$ cat config.mk
export PLATFORM = sky130hd
export DESIGN_NAME = mips_multicycle_ctrl_flat
export DESIGN_NICKNAME = d
export VERILOG_FILES = /design/src/rtl/mips_multicycle_ctrl_pkg.sv /design/src/rtl/mips_multicycle_ctrl_if.sv /design/src/rtl/mips_multicycle_ctrl_ula_decode.sv /design/src/rtl/mips_multicycle_ctrl.sv /design/src/flat_wrapper.sv
export SDC_FILE = /design/constraint.sdc
export NUM_CORES = 1
export LEC_CHECK = 0
export BUFFER_PORTS_ARGS = -buffer_cell sky130_fd_sc_hd__buf_2
export CELL_PAD_IN_SITES_DETAIL_PLACEMENT = 0
export CELL_PAD_IN_SITES_GLOBAL_PLACEMENT = 1
export CORE_UTILIZATION = 39
export DETAILED_ROUTE_END_ITERATION = 16
export PLACE_DENSITY = 0.89
export SLEW_MARGIN = 20
export SYNTH_ARGS = -nofsm -noshare
export SYNTH_HDL_FRONTEND = slang
export SYNTH_HIERARCHICAL = 1
export SYNTH_SLANG_ARGS = --single-unit
$ cat constraint.sdc
create_clock -name clock -period 3.01 [get_ports clock]
set_input_delay 0.1505 -clock clock [delete_from_list [all_inputs] [get_ports clock]]
set_output_delay 0.1505 -clock clock [all_outputs]
set_load 0.01 [all_outputs]
$ cat src/rtl/mips_multicycle_ctrl_pkg.sv
// Shared definitions for the multicycle MIPS controller: state and instruction classes,
// opcode/funct constants, ULA operation codes and the control-word payload.
package mips_multicycle_ctrl_pkg;

  localparam int unsigned OP_W     = 6;
  localparam int unsigned FUNCT_W  = 6;
  localparam int unsigned ULA_OP_W = 4;
  localparam int unsigned PC_SRC_W = 2;

  typedef enum logic [2:0] {
    ST_FETCH  = 3'd0,
    ST_DECODE = 3'd1,
    ST_EXEC   = 3'd2,
    ST_MEM    = 3'd3,
    ST_WB     = 3'd4,
    ST_HALT   = 3'd5
  } state_e;

  typedef enum logic [2:0] {
    CLS_RTYPE = 3'd0,
    CLS_ADDI  = 3'd1,
    CLS_LW    = 3'd2,
    CLS_SW    = 3'd3,
    CLS_BEQ   = 3'd4,
    CLS_J     = 3'd5,
    CLS_NONE  = 3'd6
  } instr_cls_e;

  localparam logic [OP_W-1:0] OP_RTYPE = 6'h00;
  localparam logic [OP_W-1:0] OP_J     = 6'h02;
  localparam logic [OP_W-1:0] OP_BEQ   = 6'h04;
  localparam logic [OP_W-1:0] OP_ADDI  = 6'h08;
  localparam logic [OP_W-1:0] OP_LW    = 6'h23;
  localparam logic [OP_W-1:0] OP_SW    = 6'h2B;

  localparam logic [FUNCT_W-1:0] FN_ADD = 6'h20;
  localparam logic [FUNCT_W-1:0] FN_SUB = 6'h22;
  localparam logic [FUNCT_W-1:0] FN_AND = 6'h24;
  localparam logic [FUNCT_W-1:0] FN_OR  = 6'h25;
  localparam logic [FUNCT_W-1:0] FN_SLT = 6'h2A;

  localparam logic [ULA_OP_W-1:0] ULA_AND = 4'd0;
  localparam logic [ULA_OP_W-1:0] ULA_OR  = 4'd1;
  localparam logic [ULA_OP_W-1:0] ULA_ADD = 4'd2;
  localparam logic [ULA_OP_W-1:0] ULA_SUB = 4'd6;
  localparam logic [ULA_OP_W-1:0] ULA_SLT = 4'd7;

  localparam logic [PC_SRC_W-1:0] PC_SRC_SEQ    = 2'd0;
  localparam logic [PC_SRC_W-1:0] PC_SRC_BRANCH = 2'd1;
  localparam logic [PC_SRC_W-1:0] PC_SRC_JUMP   = 2'd2;

  typedef struct packed {
    logic                pc_write;
    logic [PC_SRC_W-1:0] pc_src;
    logic                ir_write;
    logic                imem_req;
    logic                dmem_read;
    logic                dmem_write;
    logic                reg_write;
    logic                reg_dst;
    logic                mem_to_reg;
    logic                ula_src_b;
    logic [ULA_OP_W-1:0] ula_op;
    logic                illegal;
  } ctrl_t;

  // Instructions whose second ULA operand is the sign-extended immediate.
  function automatic logic uses_imm(input instr_cls_e cls);
    return (cls == CLS_ADDI) || (cls == CLS_LW) || (cls == CLS_SW);
  endfunction

endpackage

$ cat src/rtl/mips_multicycle_ctrl_if.sv
// Control/status bundle between the multicycle controller (master) and the datapath (slave).
interface mips_multicycle_ctrl_if #(
  parameter int unsigned CNT_W = 32
);
  import mips_multicycle_ctrl_pkg::*;

  logic [OP_W-1:0]     opcode;
  logic [FUNCT_W-1:0]  funct;
  logic                zero_flag;
  logic                imem_ready;
  logic                dmem_ready;

  logic                pc_write;
  logic [PC_SRC_W-1:0] pc_src;
  logic                ir_write;
  logic                imem_req;
  logic                dmem_read;
  logic                dmem_write;
  logic                reg_write;
  logic                reg_dst;
  logic                mem_to_reg;
  logic                ula_src_b;
  logic [ULA_OP_W-1:0] ula_op;
  logic                illegal;
  logic                bus_err;
  logic [CNT_W-1:0]    instr_count;

  modport master (
    input  opcode, funct, zero_flag, imem_ready, dmem_ready,
    output pc_write, pc_src, ir_write, imem_req, dmem_read, dmem_write,
           reg_write, reg_dst, mem_to_reg, ula_src_b, ula_op, illegal,
           bus_err, instr_count
  );

  modport slave (
    output opcode, funct, zero_flag, imem_ready, dmem_ready,
    input  pc_write, pc_src, ir_write, imem_req, dmem_read, dmem_write,
           reg_write, reg_dst, mem_to_reg, ula_src_b, ula_op, illegal,
           bus_err, instr_count
  );
endinterface

$ cat src/rtl/mips_multicycle_ctrl_ula_decode.sv
// Combinational classifier: (opcode, funct) -> instruction class, ULA operation, illegal flag.
module mips_ula_decode
  import mips_multicycle_ctrl_pkg::*;
(
  input  logic [OP_W-1:0]     opcode_i,
  input  logic [FUNCT_W-1:0]  funct_i,
  output logic [ULA_OP_W-1:0] ula_op_o,
  output instr_cls_e          cls_o,
  output logic                illegal_o
);

  always_comb begin
    ula_op_o  = ULA_AND;
    cls_o     = CLS_NONE;
    illegal_o = 1'b1;
    case (opcode_i)
      OP_RTYPE: begin
        illegal_o = 1'b0;
        cls_o     = CLS_RTYPE;
        case (funct_i)
          FN_ADD:  ula_op_o = ULA_ADD;
          FN_SUB:  ula_op_o = ULA_SUB;
          FN_AND:  ula_op_o = ULA_AND;
          FN_OR:   ula_op_o = ULA_OR;
          FN_SLT:  ula_op_o = ULA_SLT;
          default: begin
            illegal_o = 1'b1;
            cls_o     = CLS_NONE;
          end
        endcase
      end
      OP_ADDI: begin illegal_o = 1'b0; cls_o = CLS_ADDI; ula_op_o = ULA_ADD; end
      OP_LW:   begin illegal_o = 1'b0; cls_o = CLS_LW;   ula_op_o = ULA_ADD; end
      OP_SW:   begin illegal_o = 1'b0; cls_o = CLS_SW;   ula_op_o = ULA_ADD; end
      OP_BEQ:  begin illegal_o = 1'b0; cls_o = CLS_BEQ;  ula_op_o = ULA_SUB; end
      OP_J:    begin illegal_o = 1'b0; cls_o = CLS_J;    ula_op_o = ULA_AND; end
      default: ;
    endcase
  end

endmodule

$ cat src/rtl/mips_multicycle_ctrl.sv
// Multicycle MIPS control FSM: sequences FETCH/DECODE/EXEC/MEM/WB, times out stalled
// memory handshakes into HALT, and counts retired instructions.
module mips_multicycle_ctrl
  import mips_multicycle_ctrl_pkg::*;
#(
  parameter int unsigned CNT_W       = 32,
  parameter int unsigned MEM_TIMEOUT = 15
) (
  input  logic                   clock,
  input  logic                   reset,
  mips_multicycle_ctrl_if.master bus
);

  localparam int unsigned WAIT_W = (MEM_TIMEOUT > 1) ? $clog2(MEM_TIMEOUT) : 1;
  localparam logic [WAIT_W-1:0] WAIT_LAST = WAIT_W'(MEM_TIMEOUT - 1);

  state_e              state_q;
  logic [WAIT_W-1:0]   wait_q;
  logic [CNT_W-1:0]    count_q;
  logic                bus_err_q;

  logic [ULA_OP_W-1:0] dec_ula_op;
  instr_cls_e          dec_cls;
  logic                dec_illegal;
  ctrl_t               ctrl_c;

  // The IR is held from DECODE onward, so the live opcode/funct identify the instruction.
  mips_ula_decode u_ula_decode (
    .opcode_i  (bus.opcode),
    .funct_i   (bus.funct),
    .ula_op_o  (dec_ula_op),
    .cls_o     (dec_cls),
    .illegal_o (dec_illegal)
  );

  always_ff @(posedge clock) begin
    if (!reset) begin
      state_q   <= ST_FETCH;
      wait_q    <= '0;
      count_q   <= '0;
      bus_err_q <= 1'b0;
    end else begin
      case (state_q)
        ST_FETCH: begin
          if (bus.imem_ready) begin
            state_q <= ST_DECODE;
            wait_q  <= '0;
          end else if (wait_q == WAIT_LAST) begin
            state_q   <= ST_HALT;
            wait_q    <= '0;
            bus_err_q <= 1'b1;
          end else begin
            wait_q <= wait_q + WAIT_W'(1);
          end
        end
        ST_DECODE: state_q <= dec_illegal ? ST_FETCH : ST_EXEC;
        ST_EXEC: begin
          case (dec_cls)
            CLS_BEQ, CLS_J: begin
              state_q <= ST_FETCH;
              count_q <= count_q + CNT_W'(1);
            end
            CLS_LW, CLS_SW: state_q <= ST_MEM;
            default:        state_q <= ST_WB;
          endcase
        end
        ST_MEM: begin
          if (bus.dmem_ready) begin
            wait_q <= '0;
            if (dec_cls == CLS_LW) begin
              state_q <= ST_WB;
            end else begin
              state_q <= ST_FETCH;
              count_q <= count_q + CNT_W'(1);
            end
          end else if (wait_q == WAIT_LAST) begin
            state_q   <= ST_HALT;
            wait_q    <= '0;
            bus_err_q <= 1'b1;
          end else begin
            wait_q <= wait_q + WAIT_W'(1);
          end
        end
        ST_WB: begin
          state_q <= ST_FETCH;
          count_q <= count_q + CNT_W'(1);
        end
        ST_HALT: state_q <= ST_HALT;
        default: state_q <= ST_FETCH;
      endcase
    end
  end

  // Control word decoded from the current state; forced low while reset is asserted.
  always_comb begin
    ctrl_c = '0;
    if (reset) begin
      case (state_q)
        ST_FETCH: begin
          ctrl_c.imem_req = 1'b1;
          if (bus.imem_ready) begin
            ctrl_c.ir_write = 1'b1;
            ctrl_c.pc_write = 1'b1;
            ctrl_c.pc_src   = PC_SRC_SEQ;
          end
        end
        ST_DECODE: ctrl_c.illegal = dec_illegal;
        ST_EXEC: begin
          ctrl_c.ula_op    = dec_ula_op;
          ctrl_c.ula_src_b = uses_imm(dec_cls);
          if (dec_cls == CLS_BEQ && bus.zero_flag) begin
            ctrl_c.pc_write = 1'b1;
            ctrl_c.pc_src   = PC_SRC_BRANCH;
          end
          if (dec_cls == CLS_J) begin
            ctrl_c.pc_write = 1'b1;
            ctrl_c.pc_src   = PC_SRC_JUMP;
          end
        end
        ST_MEM: begin
          ctrl_c.ula_op     = dec_ula_op;
          ctrl_c.ula_src_b  = 1'b1;
          ctrl_c.dmem_read  = (dec_cls == CLS_LW);
          ctrl_c.dmem_write = (dec_cls == CLS_SW);
        end
        ST_WB: begin
          ctrl_c.ula_op     = dec_ula_op;
          ctrl_c.ula_src_b  = uses_imm(dec_cls);
          ctrl_c.reg_write  = 1'b1;
          ctrl_c.reg_dst    = (dec_cls == CLS_RTYPE);
          ctrl_c.mem_to_reg = (dec_cls == CLS_LW);
        end
        default: ;
      endcase
    end
  end

  assign bus.pc_write    = ctrl_c.pc_write;
  assign bus.pc_src      = ctrl_c.pc_src;
  assign bus.ir_write    = ctrl_c.ir_write;
  assign bus.imem_req    = ctrl_c.imem_req;
  assign bus.dmem_read   = ctrl_c.dmem_read;
  assign bus.dmem_write  = ctrl_c.dmem_write;
  assign bus.reg_write   = ctrl_c.reg_write;
  assign bus.reg_dst     = ctrl_c.reg_dst;
  assign bus.mem_to_reg  = ctrl_c.mem_to_reg;
  assign bus.ula_src_b   = ctrl_c.ula_src_b;
  assign bus.ula_op      = ctrl_c.ula_op;
  assign bus.illegal     = ctrl_c.illegal;
  assign bus.bus_err     = bus_err_q;
  assign bus.instr_count = count_q;

endmodule

$ cat src/flat_wrapper.sv
// flat-port wrapper written by rule: the top's interface ports become plain ports
module mips_multicycle_ctrl_flat import mips_multicycle_ctrl_pkg::*;
#(
  parameter int unsigned CNT_W       = 32,
  parameter int unsigned MEM_TIMEOUT = 15
)
  (clock, reset, bus_opcode, bus_funct, bus_zero_flag, bus_imem_ready, bus_dmem_ready, bus_pc_write, bus_pc_src, bus_ir_write, bus_imem_req, bus_dmem_read, bus_dmem_write, bus_reg_write, bus_reg_dst, bus_mem_to_reg, bus_ula_src_b, bus_ula_op, bus_illegal, bus_bus_err, bus_instr_count);
  mips_multicycle_ctrl_if #(.CNT_W(CNT_W)) bus_i ();
  input  logic clock;
  input  logic reset;
  input wire logic [$bits(bus_i.opcode)-1:0] bus_opcode;
  input wire logic [$bits(bus_i.funct)-1:0] bus_funct;
  input wire logic [$bits(bus_i.zero_flag)-1:0] bus_zero_flag;
  input wire logic [$bits(bus_i.imem_ready)-1:0] bus_imem_ready;
  input wire logic [$bits(bus_i.dmem_ready)-1:0] bus_dmem_ready;
  output wire logic [$bits(bus_i.pc_write)-1:0] bus_pc_write;
  output wire logic [$bits(bus_i.pc_src)-1:0] bus_pc_src;
  output wire logic [$bits(bus_i.ir_write)-1:0] bus_ir_write;
  output wire logic [$bits(bus_i.imem_req)-1:0] bus_imem_req;
  output wire logic [$bits(bus_i.dmem_read)-1:0] bus_dmem_read;
  output wire logic [$bits(bus_i.dmem_write)-1:0] bus_dmem_write;
  output wire logic [$bits(bus_i.reg_write)-1:0] bus_reg_write;
  output wire logic [$bits(bus_i.reg_dst)-1:0] bus_reg_dst;
  output wire logic [$bits(bus_i.mem_to_reg)-1:0] bus_mem_to_reg;
  output wire logic [$bits(bus_i.ula_src_b)-1:0] bus_ula_src_b;
  output wire logic [$bits(bus_i.ula_op)-1:0] bus_ula_op;
  output wire logic [$bits(bus_i.illegal)-1:0] bus_illegal;
  output wire logic [$bits(bus_i.bus_err)-1:0] bus_bus_err;
  output wire logic [$bits(bus_i.instr_count)-1:0] bus_instr_count;
  assign bus_i.opcode = bus_opcode;
  assign bus_i.funct = bus_funct;
  assign bus_i.zero_flag = bus_zero_flag;
  assign bus_i.imem_ready = bus_imem_ready;
  assign bus_i.dmem_ready = bus_dmem_ready;
  assign bus_pc_write = bus_i.pc_write;
  assign bus_pc_src = bus_i.pc_src;
  assign bus_ir_write = bus_i.ir_write;
  assign bus_imem_req = bus_i.imem_req;
  assign bus_dmem_read = bus_i.dmem_read;
  assign bus_dmem_write = bus_i.dmem_write;
  assign bus_reg_write = bus_i.reg_write;
  assign bus_reg_dst = bus_i.reg_dst;
  assign bus_mem_to_reg = bus_i.mem_to_reg;
  assign bus_ula_src_b = bus_i.ula_src_b;
  assign bus_ula_op = bus_i.ula_op;
  assign bus_illegal = bus_i.illegal;
  assign bus_bus_err = bus_i.bus_err;
  assign bus_instr_count = bus_i.instr_count;
  mips_multicycle_ctrl #(.CNT_W(CNT_W), .MEM_TIMEOUT(MEM_TIMEOUT)) u_core (.clock(clock), .reset(reset), .bus(bus_i));
endmodule
Word-level counts from Yosys, hierarchy flattened
Index checks and enable logic that the tools add are counted. W data, S select, Z words.

$add $sub $neg: 2. Eq/ne operators: 26. Multiplexer cells: 35. Reductions and logical operators: 16.

Operators with widths (number): $mux W32 (3); $pmux W32 S3 (1); $eq A6 B6 Y1 const B (7); $add A32 B1 Y32 const B (1); $mux W3 (8); $pmux W3 S6 (1); $mux W16 (1); $mux W4 (4); $pmux W3 S5 (1); $eq A3 B2 Y1 const B (4); $eq A3 B3 Y1 const B (4); $pmux W3 S2 (2); $pmux W3 S4 (1); $ne A2 B2 Y1 const B (5); $pmux W5 S2 (1); $reduce_or A5 Y1 (2); $pmux W3 S3 (1); $pmux W4 S2 (1); $eq A3 B1 Y1 const B (2); $eq A6 B2 Y1 const B (1); $eq A6 B3 Y1 const B (1); $eq A6 B4 Y1 const B (1); $logic_not A3 Y1 (2); $logic_not A6 Y1 (1); 13 further kinds (23).

Flip-flop bits (word level): 40. Input port bits: 17. Output and inout port bits: 49. Word-level logic and storage cells: 83.

Logic depth before layout (Yosys ltp)
Depth in word-level cells: 10. Gate-level depth with buffers: 11. Depth with buffers taken out: 8.

Hierarchy
The synthesis kept the hierarchy.

By module, submodules not included: mips_multicycle_ctrl (times used 1, cells an instance 280, area an instance 2331.0 µm², seq. area each 800.8 µm²); mips_ula_decode (times used 1, cells an instance 38, area an instance 246.5 µm², seq. area each 0.0 µm²).

Least setup slack after synthesis
Ideal clock, no wire load.

Kind: in2reg. Start: in bus_opcode[2]. End: reg u_core.count_q[29], in the netlist u_core/bus.instr_count[29]. Library setup time: 0.118 ns. Arrival time: 2.543 ns. Data required time: 2.892 ns. Path slack: 0.349 ns. Cell stages on the path: 10. Buffers on the path: 2. Cells stage by stage: buf_2 > a2111o_1 > a31oi_2 > nand3_1 > and4bb_2 > o211ai_1 > buf_2 > a211oi_4 > or3b_1 > mux2i_1.

Longest elaborated chain between the ends: 6. Elaborated cells between the ends (all ways): 14. Classes of those cells: 10 x eq/ne; 1 x mux; 3 x reduce/logical.

RTL lines: start: declaration (line flat_wrapper.sv:11) `input wire logic [$bits(bus_i.opcode)-1:0] bus_opcode;`; $eq A6 B2 Y1 (tied with other cells) (line mips_multicycle_ctrl_ula_decode.sv:16) `case (opcode_i)`; $pmux W3 S6 (*) (line mips_multicycle_ctrl_ula_decode.sv:16); named net u_core.dec_cls[1] (line mips_multicycle_ctrl.sv:23) `instr_cls_e dec_cls;`; $eq A3 B3 Y1 (line mips_multicycle_ctrl.sv:58) `case (dec_cls)`; $reduce_or A2 Y1 (line mips_multicycle_ctrl.sv:58); $ne A2 B2 Y1 (no source line); $reduce_and A4 Y1 (no source line) (*); end signal: assignment (line mips_multicycle_ctrl.sv:61) `count_q <= count_q + CNT_W'(1);`; end signal: assignment (line mips_multicycle_ctrl.sv:74) `count_q <= count_q + CNT_W'(1);`; end signal: assignment (line mips_multicycle_ctrl.sv:86) `count_q <= count_q + CNT_W'(1);`; end: declaration (line mips_multicycle_ctrl.sv:19) `logic [CNT_W-1:0] count_q;`.

The timed path passes the listed nets; every way through them passes the cells marked *. A chain may end at the register's enable or synchronous reset.

Worst setup path in the final report
Start: in bus_opcode[0]. End: reg u_core.count_q[21], in the netlist u_core/bus.instr_count[21].

The elaborated chain is that of the path after synthesis.

==> metrics.md <==
| Metric | Value |
|---|---|
| Status | `complete, no violations` |
| DRT iter0 DRCs | `101` |
| Register-to-register setup slack | `0.65 ns` |
| Maximum number of pins on one net before global-route repair | `38` |
| Part of the total power dissipated in combinational logic | `9.0%` |
| Via total after detailed routing | `2513` |
| Critical Path Fanout Max | `7` |
| Synth area leaders | `sky130_fd_sc_hd__dfxtp_1, sky130_fd_sc_hd__xnor2_1, sky130_fd_sc_hd__nor2_1, sky130_fd_sc_hd__a21oi_1, sky130_fd_sc_hd__nand2_1` |
| Total of fill cells in the finished design | `627` |
| Buffer type at the clock tree root | `sky130_fd_sc_hd__clkbuf_8` |
| Number of antenna cells inserted | `0` |
| Area growth from synthesis to final layout | `18.5%` |
| Area share of xor/xnor cells in the synthesized design | `8.16%` |
| Synth async-reset ratio | `0%` |
| Hold Path Class | `in -> reg` |
| Clock Tree Buf Depth | `2` |
| Half-perimeter wire length after placement | `4470 µm` |
| Fmax achieved | `391 MHz` |
| Switching Fraction | `24.9%` |
| CTS sink count | `40` |
| Hold-fix buffers, CTS | `0` |
| Post-synthesis instance area | `2580 µm²` |
| Total CTS buffers | `5` |
| Routability Congestion | `0.781` |
| Int Pwr | `721 µW` |
| Tot Pwr | `959 µW` |
| Average cell area after synthesis | `8.11 µm²` |
| Total congestion overflow | `0` |
| Dominant synthesized flop cell | `sky130_fd_sc_hd__dfxtp_1` |
| Vias in the first global route | `2207` |
| Initial cell density of the core | `40.6%` |
| Net Sw Power | `239 µW` |
| Later-pin clock latency in the skew report | `0.29 ns` |
| Kind of end point of the critical path | `flip-flop` |
| Startpoint of the most critical setup path | `bus_opcode[0]` |
| Reg power frac | `55.9%` |
| Total length of routed wires | `6210 µm` |
| Synthesized net count | `338` |
| Standard-cell row count | `29` |
| Simple-gate area share of the yosys netlist | `32.2%` |
| Most frequent cells after synthesis | `sky130_fd_sc_hd__dfxtp_1, sky130_fd_sc_hd__nor2_1, sky130_fd_sc_hd__a21oi_1, sky130_fd_sc_hd__nand2_1, sky130_fd_sc_hd__xnor2_1` |
| Ratio of routed vias to standard cells | `5.49` |
| Overall die width | `83.3 µm` |
| Final clock skew | `0.00326 ns` |
| Standard cell core area | `6350 µm²` |
| Worst r2r dst | `u_core/bus.instr_count[21]$_SDFFE_PN0P_` |
| CP required | `3.16 ns` |
| Capturing element of the worst setup path | `u_core/bus.instr_count[21]$_SDFFE_PN0P_` |
| Unique masters post-synth | `61` |
| Post-route standard cell area excluding fillers | `3060 µm²` |
| Max rail drop VDD | `0.262 mV` |
| Clock Power Share | `35.1%` |
| Final Core Density | `48.1%` |
| Multi-input gate area in the final layout | `1650 µm²` |
| Largest area contributor in the synthesized netlist | `sky130_fd_sc_hd__dfxtp_1` |
| Net total in the final layout | `401` |
| Warning count from the yosys run | `6` |
| Setup fix buffers added after clock tree synthesis | `0` |
| Accumulated negative setup slack | `0 ns` |
| Mux share of post-synthesis cell area | `1.60%` |
| Number of port buffers | `64` |
| Synthesized-area fraction occupied by adder cells | `1.46%` |
| Combinational family with the most area after synthesis | `simple AND/OR/NAND/NOR gates` |
| Yosys top cell area share | `31.1%` |
| Arrival time of the worst setup path | `2.71 ns` |
| H-Tree Depth | `2` |
| Register bit count reported by yosys | `40` |
| Number of cells produced by synthesis | `318` |
| Source of the worst register-to-register timing path | `u_core/state_q[2]$_SDFF_PN0_` |
| Avg WL per Cell | `13.6 µm` |
| CTS clk-pin slew, worst paths | `0.07 ns` |
| Die Y-Extent | `83.3 µm` |
| CP startpoint kind | `input pin` |
| Floorplan die area | `6940 µm²` |
| CTS tree | `built` |
| Ratio of cells with drive above 1 in the final layout | `26.5%` |
| Area post-placement | `2970 µm²` |
| Antenna-violating nets left | `0` |
| Final Max Tran Viols | `0` |
| Fin crit share | `85.1%` |
| Maximum Capacitance Violations | `0` |
| Total iterations of the first detailed-routing run | `4` |
| Number of antenna violations at the first check in global routing | `0` |
| Number of design rule violations left after detail routing | `0` |
| Period minus WS final | `2.56 ns` |
| Unrepaired setup endpoints after global routing | `no` |
| Number of top-level pins | `66` |
| Count of final hold-check violations | `0` |
| Number of resized instances in the post-cts repair step | `0` |
| FF/Latch Area | `801 µm²` |
| Power density over cell area | `314 nW/µm²` |
| Worst slew slack as a fraction of its limit | `49.2%` |
| Total global-route track usage | `17.9%` |
| Sequential fraction of the synthesis area | `31.1%` |
| Fin worst setup slack | `0.450 ns` |
| Final setup violation count | `0` |
| Number of enable flip-flop cells after synthesis | `0` |
| Crit Path Class | `in -> reg` |
| Pre-CTS setup slack | `0.171 ns` |
| Area fraction in compound gates after synthesis | `20.4%` |
| Leakage power figure | `0.00119 µW` |
| Tightest Pin Transition | `0.759 ns` |
| Most common cell in the netlist | `sky130_fd_sc_hd__dfxtp_1` |
| Depth of the worst register-to-register path | `5` |
| Wire length of the first global-routing pass | `10300 µm` |
==> per-layer routing <==
| layer | vias to the layer above | wire length (µm) | track usage [%] | share of wire (%) |
|---|---|---|---|---|
| met1 | 1177 | 2980 | 23.4 | 48 |
| met2 | 58 | 2910 | 30.4 | 47 |
| met5 | - | 0 | 0 | 0 |
| met3 | 6 | 277 | 3.68 | 4.5 |
| met4 | 0 | 43 | 3.76 | 0.69 |
| li1 | 1272 | - | - | - |
==> state kept, by name, summed over array words and instances (netlist names) <==
| register | cells |
|---|---|
| u_core/wait_q | 4 |
| u_core/bus.bus_err | 1 |
| u_core/bus.instr_count | 32 |
| u_core/state_q | 3 |
==> worst min path at each step <==
stage                                          from                                       to  slack, ns  cells past startpoint
CTS                                           reset          u_core/bus.bus_err$_SDFFE_PN0P_       0.23                      2
global placement    u_core/bus.bus_err$_SDFFE_PN0P_          u_core/bus.bus_err$_SDFFE_PN0P_       0.45                      1
global route                                  reset          u_core/bus.bus_err$_SDFFE_PN0P_       0.23                      2
detailed placement  u_core/bus.bus_err$_SDFFE_PN0P_          u_core/bus.bus_err$_SDFFE_PN0P_       0.45                      1
finish                                        reset          u_core/bus.bus_err$_SDFFE_PN0P_       0.23                      2
floorplan                                     reset  u_core/bus.instr_count[16]$_SDFFE_PN0P_       0.30                      2
==> cell usage in the layout, fill, tap and decap left out, types with 4 or more instances in the layout <==
master | netlist | final
sky130_fd_sc_hd__a211oi_1 | 7 | 7
sky130_fd_sc_hd__a21oi_1 | 23 | 23
sky130_fd_sc_hd__and2_1 | 8 | 8
sky130_fd_sc_hd__and3_1 | 4 | 4
sky130_fd_sc_hd__buf_2 | 4 | 64
sky130_fd_sc_hd__buf_4 | 3 | 9
sky130_fd_sc_hd__clkbuf_8 | 0 | 5
sky130_fd_sc_hd__dfxtp_1 | 40 | 40
sky130_fd_sc_hd__inv_1 | 10 | 10
sky130_fd_sc_hd__nand2_1 | 22 | 22
sky130_fd_sc_hd__nand2b_1 | 6 | 6
sky130_fd_sc_hd__nand3_1 | 13 | 13
sky130_fd_sc_hd__nand4_1 | 7 | 7
sky130_fd_sc_hd__nor2_1 | 37 | 37
sky130_fd_sc_hd__nor2b_1 | 4 | 4
sky130_fd_sc_hd__nor3_1 | 10 | 10
sky130_fd_sc_hd__nor3b_1 | 4 | 4
sky130_fd_sc_hd__o211ai_1 | 4 | 4
sky130_fd_sc_hd__o21ai_0 | 11 | 11
sky130_fd_sc_hd__or4_1 | 4 | 4
sky130_fd_sc_hd__xnor2_1 | 22 | 22
==> per-stage QoR <==
step	instances	hold slack (ns)
floorplan	318	0.303
global placement	451	0.448
detailed placement	451	0.453
CTS	458	0.229
global route	458	0.229
finish	458	0.233
==> cell families after synthesis <==
| logic type | count (synthesis) |
|---|---|
| and+or+nand+nor | 146 |
| AOI/OAI and AO/OA | 72 |
| DFF | 40 |
| buffers and inverters | 28 |
| xor gates and xnor gates | 24 |
| muxes | 4 |
| adders and majority gates | 3 |
| other | 1 |
==> area by class of cell <==
type	count	area share (%)
Clock inverter	2	0.410
Clock buffer	5	2.25
Multi-Input combinational cell	250	53.9
Tap cell	77	3.15
Inverter	11	1.35
Sequential cell	40	26.2
Timing Repair Buffer	73	12.7
==> critical path, cell delays in order <==
cell and delay (ns):
sky130_fd_sc_hd__buf_2 0.14, sky130_fd_sc_hd__or4_1 0.55, sky130_fd_sc_hd__a31oi_2 0.19, sky130_fd_sc_hd__nand3_1 0.13, sky130_fd_sc_hd__and4bb_2 0.34, sky130_fd_sc_hd__o211ai_1 0.29
sky130_fd_sc_hd__a2111oi_0 0.68, sky130_fd_sc_hd__xnor2_1 0.20, sky130_fd_sc_hd__nor2_1 0.06
==> power by group through the flow <==
stage                     registers (µW)  logic, µW  clock network, µW
after floorplan                      546       54.3                  0
after global placement               549       83.7                  0
after detailed placement             549       85.1                  0
after CTS                            536       85.6                352
after global routing                 537       96.4                371
final                                536       86.2                337
No activity file was read; power rests on OpenSTA's default activity.
